## src/rtl/gb_pal_pkg.sv

```systemverilog
// -----------------------------------------------------------------------------
// gb_pal_pkg
// Shared definitions for the Game Boy palette unit:
//   - CPU register window offsets (BCPS..OBP1)
//   - reset values of the DMG shade registers
//   - pix_t: pixel fields handed over by the PPU
//   - COLOR_W: width of the LCD pixel word
//   - dmg_shade(): 2-bit shade lookup in a BGP/OBP-style register
// -----------------------------------------------------------------------------
package gb_pal_pkg;

  localparam logic [2:0] A_BCPS = 3'd0;
  localparam logic [2:0] A_BCPD = 3'd1;
  localparam logic [2:0] A_OCPS = 3'd2;
  localparam logic [2:0] A_OCPD = 3'd3;
  localparam logic [2:0] A_BGP  = 3'd4;
  localparam logic [2:0] A_OBP0 = 3'd5;
  localparam logic [2:0] A_OBP1 = 3'd6;

  localparam logic [7:0] BGP_RST = 8'hFC;
  localparam logic [7:0] OBP_RST = 8'hFF;

  localparam int COLOR_W = 15;

  typedef struct packed {
    logic       obj;
    logic [2:0] pal;
    logic [1:0] idx;
  } pix_t;

  // Shade for colour index idx is the 2-bit field at bit position 2*idx.
  function automatic logic [1:0] dmg_shade(input logic [7:0] r, input logic [1:0] idx);
    logic [1:0] s;
    case (idx)
      2'd0:    s = r[1:0];
      2'd1:    s = r[3:2];
      2'd2:    s = r[5:4];
      default: s = r[7:6];
    endcase
    return s;
  endfunction

endpackage

```

## src/rtl/gb_pal_ram.sv

```systemverilog
// -----------------------------------------------------------------------------
// gb_pal_ram
// One CGB palette RAM: ENTRIES x 16-bit colours held as two byte banks
// (lo = even byte address, hi = odd byte address).
// Ports:
//   clk_sys, ce_cpu   clock and clock enable (writes and pixel reads advance on ce)
//   cpu_we            byte write strobe (already qualified by ce/sel/lock upstream)
//   cpu_addr          byte address {entry, hi}
//   cpu_di / cpu_do   CPU write data / combinational read data
//   pix_addr          colour entry {pal, idx} for the pixel lookup
//   pix_do            registered colour {hi[6:0], lo}; bit 15 is never displayed
// A write and a pixel lookup of the same entry in one ce period return the
// old contents on pix_do (read-first).
// -----------------------------------------------------------------------------
module gb_pal_ram
  import gb_pal_pkg::*;
#(
  parameter  int ENTRIES = 32,
  localparam int AW      = $clog2(ENTRIES)
) (
  input  logic               clk_sys,
  input  logic               ce_cpu,
  input  logic               cpu_we,
  input  logic [AW:0]        cpu_addr,
  input  logic [7:0]         cpu_di,
  output logic [7:0]         cpu_do,
  input  logic [AW-1:0]      pix_addr,
  output logic [COLOR_W-1:0] pix_do
);

  logic [7:0]         lo_mem [ENTRIES];
  logic [7:0]         hi_mem [ENTRIES];
  logic [COLOR_W-1:0] pix_do_q;

  always_ff @(posedge clk_sys) begin
    if (ce_cpu) begin
      if (cpu_we) begin
        if (cpu_addr[0]) hi_mem[cpu_addr[AW:1]] <= cpu_di;
        else             lo_mem[cpu_addr[AW:1]] <= cpu_di;
      end
      pix_do_q <= {hi_mem[pix_addr][6:0], lo_mem[pix_addr]};
    end
  end

  assign cpu_do = cpu_addr[0] ? hi_mem[cpu_addr[AW:1]] : lo_mem[cpu_addr[AW:1]];
  assign pix_do = pix_do_q;

endmodule

```

## src/rtl/gb_palette_unit.sv

```systemverilog
// -----------------------------------------------------------------------------
// gb_palette_unit
// Maps PPU pixel indices to the 15-bit LCD pixel word. Owns the CGB BG/OBJ
// palette RAMs (BCPS/BCPD/OCPS/OCPD) and the DMG BGP/OBP0/OBP1 registers.
// Pixels take two ce_cpu strobes from pix_valid to lcd_clkena.
// Ports:
//   clk_sys, reset_n (sync, active-low), ce_cpu (clock enable)
//   isGBC             1 = CGB colour output, 0 = DMG 2-bit shade
//   pal_lock          PPU mode 3; blocks CPU palette RAM access
//   cpu_sel/addr/wr/di/do   palette register window
//   pix_valid/obj/pal/idx   PPU pixel
//   lcd_data, lcd_clkena    pixel word and strobe to the LCD stage
// Build option: define GB_PAL_LOCK_EN to make pal_lock block palette RAM
// writes and force locked data reads to 8'hFF; otherwise pal_lock is ignored.
// -----------------------------------------------------------------------------
module gb_palette_unit
  import gb_pal_pkg::*;
#(
  parameter int PAL_ENTRIES = 32,
  parameter int LATENCY     = 2
) (
  input  logic               clk_sys,
  input  logic               reset_n,
  input  logic               ce_cpu,
  input  logic               isGBC,
  input  logic               pal_lock,
  input  logic               cpu_sel,
  input  logic [2:0]         cpu_addr,
  input  logic               cpu_wr,
  input  logic [7:0]         cpu_di,
  output logic [7:0]         cpu_do,
  input  logic               pix_valid,
  input  logic               pix_obj,
  input  logic [2:0]         pix_pal,
  input  logic [1:0]         pix_idx,
  output logic [COLOR_W-1:0] lcd_data,
  output logic               lcd_clkena
);

  localparam int AW = $clog2(PAL_ENTRIES);
  localparam int LATENCY_INFO = LATENCY;

  // Index registers: bit 6 = auto-increment, bits 5:0 = byte address.
  logic [6:0] bcps_q, bcps_d;
  logic [6:0] ocps_q, ocps_d;
  logic [7:0] bgp_q,  bgp_d;
  logic [7:0] obp0_q, obp0_d;
  logic [7:0] obp1_q, obp1_d;

  logic               vld_p1_q;
  logic               obj_p1_q;
  logic               gbc_p1_q;
  logic [1:0]         shade_p1_q;
  logic               lcd_clkena_q;
  logic [COLOR_W-1:0] lcd_data_q, lcd_data_d;

  logic               wr_en, lock_eff, bg_we, obj_we;
  logic [7:0]         bg_cpu_rd, obj_cpu_rd;
  logic [COLOR_W-1:0] bg_pix_rd, obj_pix_rd;
  pix_t               pix_in;
  logic [1:0]         shade_in;

`ifdef GB_PAL_LOCK_EN
  assign lock_eff = pal_lock;
`else
  logic unused_lock;
  assign unused_lock = pal_lock ^ (LATENCY_INFO != 0);
  assign lock_eff    = 1'b0;
`endif

  assign wr_en  = ce_cpu & cpu_sel & cpu_wr;
  assign bg_we  = wr_en & (cpu_addr == A_BCPD) & ~lock_eff;
  assign obj_we = wr_en & (cpu_addr == A_OCPD) & ~lock_eff;

  // Register next state; data-port writes advance the index even when locked.
  always_comb begin
    bcps_d = bcps_q;
    ocps_d = ocps_q;
    bgp_d  = bgp_q;
    obp0_d = obp0_q;
    obp1_d = obp1_q;
    if (wr_en) begin
      case (cpu_addr)
        A_BCPS:  bcps_d = {cpu_di[7], cpu_di[5:0]};
        A_BCPD:  if (bcps_q[6]) bcps_d[5:0] = bcps_q[5:0] + 6'd1;
        A_OCPS:  ocps_d = {cpu_di[7], cpu_di[5:0]};
        A_OCPD:  if (ocps_q[6]) ocps_d[5:0] = ocps_q[5:0] + 6'd1;
        A_BGP:   bgp_d  = cpu_di;
        A_OBP0:  obp0_d = cpu_di;
        A_OBP1:  obp1_d = cpu_di;
        default: ;
      endcase
    end
  end

  always_comb begin
    cpu_do = 8'hFF;
    case (cpu_addr)
      A_BCPS:  cpu_do = {bcps_q[6], 1'b1, bcps_q[5:0]};
      A_BCPD:  cpu_do = lock_eff ? 8'hFF : bg_cpu_rd;
      A_OCPS:  cpu_do = {ocps_q[6], 1'b1, ocps_q[5:0]};
      A_OCPD:  cpu_do = lock_eff ? 8'hFF : obj_cpu_rd;
      A_BGP:   cpu_do = bgp_q;
      A_OBP0:  cpu_do = obp0_q;
      A_OBP1:  cpu_do = obp1_q;
      default: cpu_do = 8'hFF;
    endcase
  end

  // ---- stage 1: capture pixel, DMG shade lookup, issue RAM read ----
  assign pix_in   = '{obj: pix_obj, pal: pix_pal, idx: pix_idx};
  assign shade_in = dmg_shade(pix_in.obj ? (pix_in.pal[0] ? obp1_q : obp0_q) : bgp_q,
                              pix_in.idx);

  gb_pal_ram #(.ENTRIES(PAL_ENTRIES)) u_bg_ram (
    .clk_sys  (clk_sys),
    .ce_cpu   (ce_cpu),
    .cpu_we   (bg_we),
    .cpu_addr (bcps_q[AW:0]),
    .cpu_di   (cpu_di),
    .cpu_do   (bg_cpu_rd),
    .pix_addr ({pix_in.pal, pix_in.idx}),
    .pix_do   (bg_pix_rd)
  );

  gb_pal_ram #(.ENTRIES(PAL_ENTRIES)) u_obj_ram (
    .clk_sys  (clk_sys),
    .ce_cpu   (ce_cpu),
    .cpu_we   (obj_we),
    .cpu_addr (ocps_q[AW:0]),
    .cpu_di   (cpu_di),
    .cpu_do   (obj_cpu_rd),
    .pix_addr ({pix_in.pal, pix_in.idx}),
    .pix_do   (obj_pix_rd)
  );

  always_ff @(posedge clk_sys) begin
    if (ce_cpu && pix_valid) begin
      obj_p1_q   <= pix_in.obj;
      gbc_p1_q   <= isGBC;
      shade_p1_q <= shade_in;
    end
  end

  // ---- stage 2: select colour or shade into the LCD word ----
  assign lcd_data_d = gbc_p1_q ? (obj_p1_q ? obj_pix_rd : bg_pix_rd)
                               : {{(COLOR_W-2){1'b0}}, shade_p1_q};

  always_ff @(posedge clk_sys) begin
    if (!reset_n) begin
      bcps_q       <= '0;
      ocps_q       <= '0;
      bgp_q        <= BGP_RST;
      obp0_q       <= OBP_RST;
      obp1_q       <= OBP_RST;
      vld_p1_q     <= 1'b0;
      lcd_clkena_q <= 1'b0;
      lcd_data_q   <= '0;
    end else if (ce_cpu) begin
      bcps_q       <= bcps_d;
      ocps_q       <= ocps_d;
      bgp_q        <= bgp_d;
      obp0_q       <= obp0_d;
      obp1_q       <= obp1_d;
      vld_p1_q     <= pix_valid;
      lcd_clkena_q <= vld_p1_q;
      if (vld_p1_q) lcd_data_q <= lcd_data_d;
    end
  end

  assign lcd_data   = lcd_data_q;
  assign lcd_clkena = lcd_clkena_q;

endmodule

```

## config.mk

```make
export PLATFORM = sky130hd
export DESIGN_NAME = gb_palette_unit
export DESIGN_NICKNAME = d
export VERILOG_FILES = /design/src/rtl/gb_pal_pkg.sv /design/src/rtl/gb_pal_ram.sv /design/src/rtl/gb_palette_unit.sv
export SDC_FILE = /design/constraint.sdc
export NUM_CORES = 2
export LEC_CHECK = 0
export ABC_AREA = 1
export CAP_MARGIN = 20
export CORE_MARGIN = 2
export CORE_UTILIZATION = 44
export CTS_CLUSTER_DIAMETER = 200
export CTS_CLUSTER_SIZE = 25
export DETAILED_ROUTE_END_ITERATION = 7
export DONT_BUFFER_PORTS = 1
export RECOVER_POWER = 50
export SYNTH_ARGS = -nofsm -noshare
export SYNTH_HDL_FRONTEND = slang
export SYNTH_SLANG_ARGS = --single-unit
```

## constraint.sdc

```tcl
create_clock -name clk_sys -period 2.25 [get_ports clk_sys]
set_input_delay 0.3375 -clock clk_sys [delete_from_list [all_inputs] [get_ports clk_sys]]
set_output_delay 0.3375 -clock clk_sys [all_outputs]
set_load 0.05 [all_outputs]
```

==> results.toml <==
[status]
outcome = "finished, violations left"
violations = "max-capacitance violations, max-slew violations, negative setup slack"

[critical_path]
cp_cell_sequence = "buf_6 > inv_12 > buf_16 > buf_4 > nand2_1 > nand3_1 > nand2_1 > nand2_1 > nand3_1 > nand2_1 > nand2_2 > nand3_2 > nand2_2 > nand3_2 > buf_6 > buf_12"
worst-path-buf-inv = 6
required_ns = 1.91
worst-path-max-fanout = 8
criticalPathCategory = "flip-flop to primary output"
rr_startpoint = "bcps_q[0]"
slowest_stage = "dfxtp_4"
cp_common_cell = "nand2_1"
cp_slowest_stage_delay_ns = 0.41
worstSetupEndpointType = "primary output"
crit_family = "simple AND/OR/NAND/NOR gates"
startpoint_type = "flip-flop"
crit_arrival_ns = 2.83

[synth]
syn_area_per_cell_um2 = 9.46
synth.yosys.seq_area_share_pct = 62.0
ys_top_cells_by_area = "edfxtp_1 60%, nand2_1 15%, nand3_1 7.7%"
synth_area_um2 = 53400
synth_cell_types = 35
syn_nets = 5665
synthCells = 5638
yosysTopAreaCell = "edfxtp_1"
netlist.area_leader.share_pct = 59.5
ys_ff_latch = 1123
yosysWarningCount = 0

[cts]
cts_tree = "built"
cts_buffers = 50
root_buffer = "clkbuf_16"
max-clock-path-buffers = 3
h-tree-depth = 2
clk_pin_slew_ns = 0.11
clk_latency_ns = 0.72
cts_num_sinks = 1123

[floorplanning]
rows = 127
initial_utilization_pct = 44.4
pin_count = 49
fp.dieH_um = 352
dieArea_um2 = 124000
dieWidth_um = 352
coreArea_um2 = 120000

[worst_hold_path]
min_from = "pix_pal[2]"
worstHoldPathType = "input port to flip-flop"

[place]
hpwl_um = 121000
dpl-instance-area_um2 = 59100
numPortBuffers = 0
gp_congestion = 0.931

[routing]
drc = 0
detail_route.first_pass.iterations = 7
post_drt_wl_per_cell_um = 25.8
drt-total-wl_um = 194000
vias_per_cell = 6.15
ant_nets = 0
drt_iter0_markers = 6893
via_count = 46300

[timing]
fmax_ghz = 0.315
setup_viol = 37
drv_slew = 1062
finalWorstSetupSlack_ns = -0.920
setup-tns-final_ns = -9.93
hold_viol_final = 0
rsz0062_at_grt = "yes"
fin_crit_ns = 3.17
fin_crit_sh_pct = 141
tightest_slew_ns = 1.85
max_slew_margin_pct = -23.5
finClkSkew_ns = 0.0353

[global_route]
grt_use_total_pct = 30.1
grt_start_max_net_pins = 134
antenna_found_initial = 3
grt_pass1_wl_um = 282000
grt_pass1_vias = 42600
globalRouteOverflowTotal = 0

[run]
drv_cap = 8

[power_and_ir_drop]
power.leakage_nw = 23.1
p_per_area_nw_per_um2 = 593
ir_drop_mv = 0.617

[finish]
design_area_um2 = 63000
drive_gt1_share_pct = 14.6
finalNetCount = 5895
syn2layout_area_growth_pct = 18.0
-- worst paths after layout --
| path | end | slack [ns] | depth (start not counted) |
|---|---|---|---|
| worst max-delay path | cpu_do[6] | -0.92 | 16 |
| worst min-delay path | u_bg_ram.pix_do[9] | 0.04 | 2 |
| worst max register to register | u_bg_ram.hi_mem[6][0] | 0.15 | 6 |
| worst min register to register | vld_p1_q | 0.47 | 2 |
-- layout make-up --
class / instances / area [um2]
Antenna cell: 2 / 5.00
Clock buffer: 94 / 1490
Fill cell: 10600 / 57100
Inverter: 178 / 707
Multi-Input combinational cell: 3947 / 19000
Sequential cell: 1123 / 33100
Tap cell: 1612 / 2020
Timing Repair Buffer: 567 / 6660
Timing Repair inverter: 1 / 8.76
-- registers in the layout (all words and copies together) (netlist names), 2 cells and up, named ones only --
name / flops
u_bg_ram.hi_mem: 256
shade_p1_q: 2
bgp_q: 8
u_bg_ram.lo_mem: 256
obp0_q: 8
obp1_q: 8
ocps_q: 7
lcd_data: 15
bcps_q: 7
u_bg_ram.pix_do: 15
u_obj_ram.pix_do: 15
u_obj_ram.lo_mem: 256
u_obj_ram.hi_mem: 256
-- cell families (layout without fill, tap and decap cells) --
family                   after synthesis  count (layout)  synth area share (%)
AND/OR/NAND/NOR                     3210            3210                  25.1
AO/OA/AOI/OAI                        735             735                  8.54
flip-flops                          1123            1123                  62.0
other                                  0               2                     0
adder cells (fa/ha/maj)                2               2                0.0469
buffers and inverters                568             840                  4.33
-- where the power goes --
group | switching [mW] | internal, mW | total (mW)
Clock | 6.66 | 4.51 | 11.2
Combinational | 2.22 | 1.01 | 3.23
Sequential | 0.0524 | 22.9 | 23.0
-- cell usage in the layout, fill, tap and decap left out, types with 24 or more instances in the layout --
master        n
a31oi_1      24
o211ai_1     33
a22oi_1     190
a21oi_1     176
clkbuf_16    62
edfxtp_1   1058
nand3_2      75
inv_1       156
buf_4       367
nand4_1      86
nand2_1    1992
nand3_1     740
o21ai_0     163
nand2_2      81
o21ai_1      35
buf_12      120
nor2_1      169
a41oi_1      47
dfxtp_1      59
clkbuf_1     42
-- synth_stat cells --
cell type	instances
a211oi_1	2
a21oi_1	198
a221oi_1	9
a22oi_1	190
a31oi_1	24
a41oi_1	47
and2_1	3
and3_1	1
buf_1	68
buf_2	137
buf_4	2
clkbuf_1	183
clkinv_1	5
dfxtp_1	65
edfxtp_1	1058
ha_1	2
inv_1	158
inv_2	15
nand2_1	2094
nand3_1	825
nand4_1	86
nor2_1	175
nor2_4	5
nor3_1	17
nor3_2	2
nor3_4	1
nor4_1	1
o2111ai_1	11
o211ai_1	33
o21a_1	3
o21ai_0	178
o21ai_1	21
o221ai_1	1
o22ai_1	17
o31ai_1	1
-- layer usage --
metal	GRT usage, %	part of all wire, %	vias up
met5	0	0.014	-
met1	44.1	41	22500
met2	44.9	43	3187
met4	10.4	3.7	4
met3	5.54	12	419
li1	-	-	20200
-- metrics by stage --
| step | total power [mW] | cells | util [%] | setup WS (ns) | hold slack (ns) |
|---|---|---|---|---|---|
| final | 37.4 | 7524 | 52.4 | -0.920 | 0.0400 |
| after detailed placement | 26.0 | 7361 | 49.2 | -0.543 | 0.436 |
| after global placement | 26.0 | 7361 | 49.2 | -0.549 | 0.437 |
| after CTS | 37.4 | 7510 | 52.1 | -0.911 | 0.00984 |
| after floorplan | 24.8 | 5638 | - | 0.0778 | 0.436 |
| after global routing | 38.3 | 7524 | 52.4 | -0.997 | 0.0181 |
-- what timing repair did --
action,in CTS,in global routing
pin swaps,84,51
setup buffers,18,5
endpoints found under the hold margin,1126,0
setup endpoints to repair,8,8
cloned,22,9
hold buffers,19,0
resized for setup,256,97
Power figures use the tool's default switching activity.
